===== config.mk =====
export PLATFORM = sky130hd
export DESIGN_NAME = instruction_fetch_controller
export DESIGN_NICKNAME = d
export VERILOG_FILES = /design/src/rtl/instruction_fetch_controller.sv
export SDC_FILE = /design/constraint.sdc
export NUM_CORES = 1
export LEC_CHECK = 0
export ABC_AREA = 1
export CORE_MARGIN = 10
export CORE_UTILIZATION = 40
export CTS_CLUSTER_DIAMETER = 50
export CTS_CLUSTER_SIZE = 28
export DETAILED_ROUTE_END_ITERATION = 8
export PLACE_DENSITY = 0.66
export SYNTH_ARGS = -nofsm -noshare
export SYNTH_HDL_FRONTEND = slang
export SYNTH_SLANG_ARGS = --single-unit

===== constraint.sdc =====
create_clock -name clk -period 7.5 [get_ports clk]
set_input_delay 1.125 -clock clk [delete_from_list [all_inputs] [get_ports clk]]
set_output_delay 1.125 -clock clk [all_outputs]
set_load 0.1 [all_outputs]

===== src/rtl/instruction_fetch_controller.sv =====
// rtl/instruction_fetch_controller.sv - IF-stage PC, instruction memory handshake and IF/ID register
// Optional build macro FETCH_PERF_COUNTERS_EN adds fetch_count/bubble_count outputs.
module instruction_fetch_controller #(
  parameter int                ADDR_W   = 32,
  parameter logic [ADDR_W-1:0] RESET_PC = '0
) (
  input  logic              clk,
  input  logic              rst,
  input  logic              freeze,
  input  logic              branch_taken,
  input  logic [ADDR_W-1:0] branch_address,
  input  logic              imem_ready,
  input  logic [31:0]       imem_instruction,
  output logic              imem_req,
  output logic [ADDR_W-1:0] imem_addr,
  output logic [ADDR_W-1:0] pc_out,
  output logic [31:0]       instruction_out,
`ifdef FETCH_PERF_COUNTERS_EN
  output logic [31:0]       fetch_count,
  output logic [31:0]       bubble_count,
`endif
  output logic              valid_out
);

  localparam logic [0:0] FETCH = 1'b0;
  localparam logic [0:0] HOLD  = 1'b1;
  localparam logic [ADDR_W-1:0] FOUR = ADDR_W'(4);

  logic [0:0]        state;
  logic [ADDR_W-1:0] pc;
  logic [ADDR_W-1:0] buf_pc;
  logic [31:0]       buf_instr;
  logic [ADDR_W-1:0] pc_next;
  logic [ADDR_W-1:0] branch_target;
  logic              fetch_hit;

  // Word-align the branch target; the low two bits never reach the PC.
  assign branch_target = branch_address & ~ADDR_W'(3);
  assign pc_next       = pc + FOUR;
  assign imem_req      = (state == FETCH) && !rst;
  assign imem_addr     = pc;
  assign fetch_hit     = (state == FETCH) && imem_ready;

  always_ff @(posedge clk or posedge rst) begin
    if (rst) begin
      state           <= FETCH;
      pc              <= RESET_PC;
      buf_pc          <= '0;
      buf_instr       <= '0;
      pc_out          <= '0;
      instruction_out <= '0;
      valid_out       <= 1'b0;
    end else if (branch_taken) begin
      state           <= FETCH;
      pc              <= branch_target;
      buf_pc          <= '0;
      buf_instr       <= '0;
      pc_out          <= '0;
      instruction_out <= '0;
      valid_out       <= 1'b0;
    end else if (freeze) begin
      // A word returned while frozen is parked so it is neither lost nor refetched.
      if (fetch_hit) begin
        buf_pc    <= pc_next;
        buf_instr <= imem_instruction;
        pc        <= pc_next;
        state     <= HOLD;
      end
    end else if (state == HOLD) begin
      pc_out          <= buf_pc;
      instruction_out <= buf_instr;
      valid_out       <= 1'b1;
      state           <= FETCH;
    end else if (imem_ready) begin
      pc_out          <= pc_next;
      instruction_out <= imem_instruction;
      valid_out       <= 1'b1;
      pc              <= pc_next;
    end else begin
      valid_out <= 1'b0;
    end
  end

`ifdef FETCH_PERF_COUNTERS_EN
  always_ff @(posedge clk or posedge rst) begin
    if (rst) begin
      fetch_count  <= '0;
      bubble_count <= '0;
    end else if (branch_taken) begin
      bubble_count <= bubble_count + 32'd1;
    end else if (!freeze) begin
      if (state == HOLD || imem_ready)
        fetch_count <= fetch_count + 32'd1;
      else
        bubble_count <= bubble_count + 32'd1;
    end
  end
`endif

endmodule


==> summary.md <==
| Metric | Value |
|---|---|
| Synthesized area | `7445 um^2` |
| Hold depth | `2` |
| Vias in the first global route | `6561` |
| Class of the worst hold path | `flop to flop` |
| CP max FO | `2` |
| Area after DPL | `9146 um^2` |
| Most common cell after layout, fill and taps aside | `nand2_1` |
| Status | `finished, final reports clean` |
| Grt ovf | `0` |
| Synth async-reset ratio | `100.0%` |
| Period minus WS final | `3.995 ns` |
| Synth Register Bits | `158` |
| Fin area | `9764 um^2` |
| Final HPWL DP | `14990 um` |
| Synth top area cells | `dfrtp_1, nand2_1, nand3_1, inv_1, a22o_1` |
| Hold-fix buffers, CTS | `0` |
| Peak VDD IR | `0.0001656 V` |
| Unrepaired setup endpoints after global routing | `no` |
| CTS root buffer | `clkbuf_16` |
| Largest net degree at the start of global routing | `95` |
| Die area | `24470 um^2` |
| Clk sinks | `158` |
| Die height | `156.4 um` |
| Leak Pwr | `0.004562 uW` |
| IO Count | `167` |
| Initial DRC Count | `516` |
| DP Worst Slack | `3.503 ns` |
| Cts repair resizes | `0` |
| Tot GR Track Use | `18.60%` |
| Sequential fraction of the synthesis area | `53.11%` |
| Post-Synthesis Cells | `885` |
| Clock buffer count from CTS | `17` |
| Nets | `1103` |
| Initial antenna violation count | `0` |
| Hold Vio Cnt, Final | `0` |
| Total power | `2430 uW` |
| DRT Pass-1 Iters | `5` |
| Fin. max-slew vios | `0` |
| Drt wl/cell | `17.52 um` |
| Drt total wl | `22330 um` |
| Top cell type's share of synthesized area | `53.11%` |
| Critical Path AT | `2.87 ns` |
| Most frequent cells in the layout | `nand2_1, clkdlybuf4s50_1, dfrtp_1` |
| Port Buf Inserts | `162` |
| Post-route setup slack | `3.505 ns` |
| Cell variety after synth | `31` |
| Warnings from Yosys | `0` |
| Ant diodes | `0` |
| Fillers | `1724` |
| Core Area | `18150 um^2` |
| Antenna-violating nets left | `0` |
| Skew-Pair Late Insertion Delay | `0.42 ns` |
| CTS tree | `built` |
| First-pass GRT wire length | `35970 um` |
| Slew margin rel. | `28.56%` |
| Fmax | `250.3 MHz` |
| Syn Area/Cell | `8.412 um^2` |
| Core Rows | `49` |
| Crit Path Category | `primary input to output pin` |
| Ys flop type | `dfrtp_1` |
| Setup crit start kind | `primary input` |
| Chip width | `156.4 um` |
| CP required | `6.38 ns` |
| Clock-pin slew on the worst setup and hold paths | `0.06 ns` |
| Clock tree buffer depth | `2` |
| Layout cells sized above 1 | `6.119%` |
| Setup Buffers After CTS | `0` |
| DR vias | `6540` |
| Worst reg2reg path depth | `5` |
| Slew @ Worst Pin | `1.068 ns` |
| Setup crit end kind | `output pin` |
| Setup_tns | `0 ns` |
| Area delta synth->final | `31.16%` |
| Final Cycle Share | `53.26%` |
| Number of flops mapped to enable cells by yosys | `0` |
| CTS H-tree lvls | `4` |
| GP Congestion | `0.8765` |
| Via density | `5.129` |
| Maximum capacitance violations | `0` |
| Pwr Density | `248.9 nW/um^2` |
| Clock Skew | `0.004835 ns` |
| Final setup fails | `0` |
| Initial Util | `41.02%` |
| DRC | `0` |
| Yosys top cell by area | `dfrtp_1` |
-- path summary, 6_finish.rpt --
kind                                      endpoint  slack [ns]          startpoint
worst max register to register          pc_out[18]        5.31               state
worst max-delay path                      imem_req        3.51                 rst
min in group asynchronous       instruction_out[6]        1.27                 rst
worst min-delay path            instruction_out[8]        0.48  instruction_out[8]
worst min register to register  instruction_out[8]        0.48  instruction_out[8]
max in group asynchronous               pc_out[20]        4.84                 rst
-- kinds of logic after synthesis --
family	share of synthesized area, %
buffers and inverters	7.126
AO/OA/AOI/OAI	10.96
adder cells (fa/ha/maj)	0.1680
AND/OR/NAND/NOR	28.13
flip-flops	53.11
other	0.05037
XOR/XNOR	0.4539
-- synth_stat cells (7+ instances only) --
library cell / count
nand2_1: 319
dfrtp_1: 158
nand3_1: 104
inv_1: 64
nor2_1: 50
o21ai_0: 32
a22oi_1: 27
a22o_1: 26
buf_2: 18
buf_4: 11
nor2_4: 7
o221ai_1: 7
o22ai_1: 7
-- worst max-delay path, cell delays in order --
cell and delay (ns):
clkdlybuf4s50_1 0.48, nor2_1 0.12, clkdlybuf4s50_1 1.14
-- area by class of cell --
type / count / area, um^2 / share of cell area, %
inverter: 72 / 280.3 / 2.870
sequential: 158 / 3954 / 40.49
tap: 229 / 286.5 / 2.934
timing repair buffer: 167 / 1659 / 16.99
multi-input combinational: 617 / 2967 / 30.38
clock buffer: 21 / 460.4 / 4.716
clock inverter: 11 / 157.7 / 1.615
-- report_power, final --
part	total, uW	internal (uW)	switching [uW]
Sequential	958	907	50.4
Combinational	569	140	429
Clock	904	545	359
-- layer usage --
metal	part of all wire (%)	global-route usage, %
met4	1.1	4.899
met1	45	23.64
met3	7.8	6.935
met5	0	0
met2	46	29.23
-- through the flow --
stage | cells | hold slack [ns] | utilization (%)
after global placement | 1243 | 0.4623 | 50.40
after global routing | 1275 | 0.4966 | 53.81
final | 1275 | 0.4772 | 53.81
after detailed placement | 1243 | 0.4661 | 50.40
after floorplan | 886 | 0.4499 | -
after CTS | 1275 | 0.4842 | 53.81
-- sequential cells by signal, indices dropped and copies added, names as in the netlist --
signal,count
buf_instr,32
instruction_out,32
buf_pc,31
pc_out,31
imem_addr,30
state,1
valid_out,1
No activity file was read; power rests on OpenSTA's default activity.
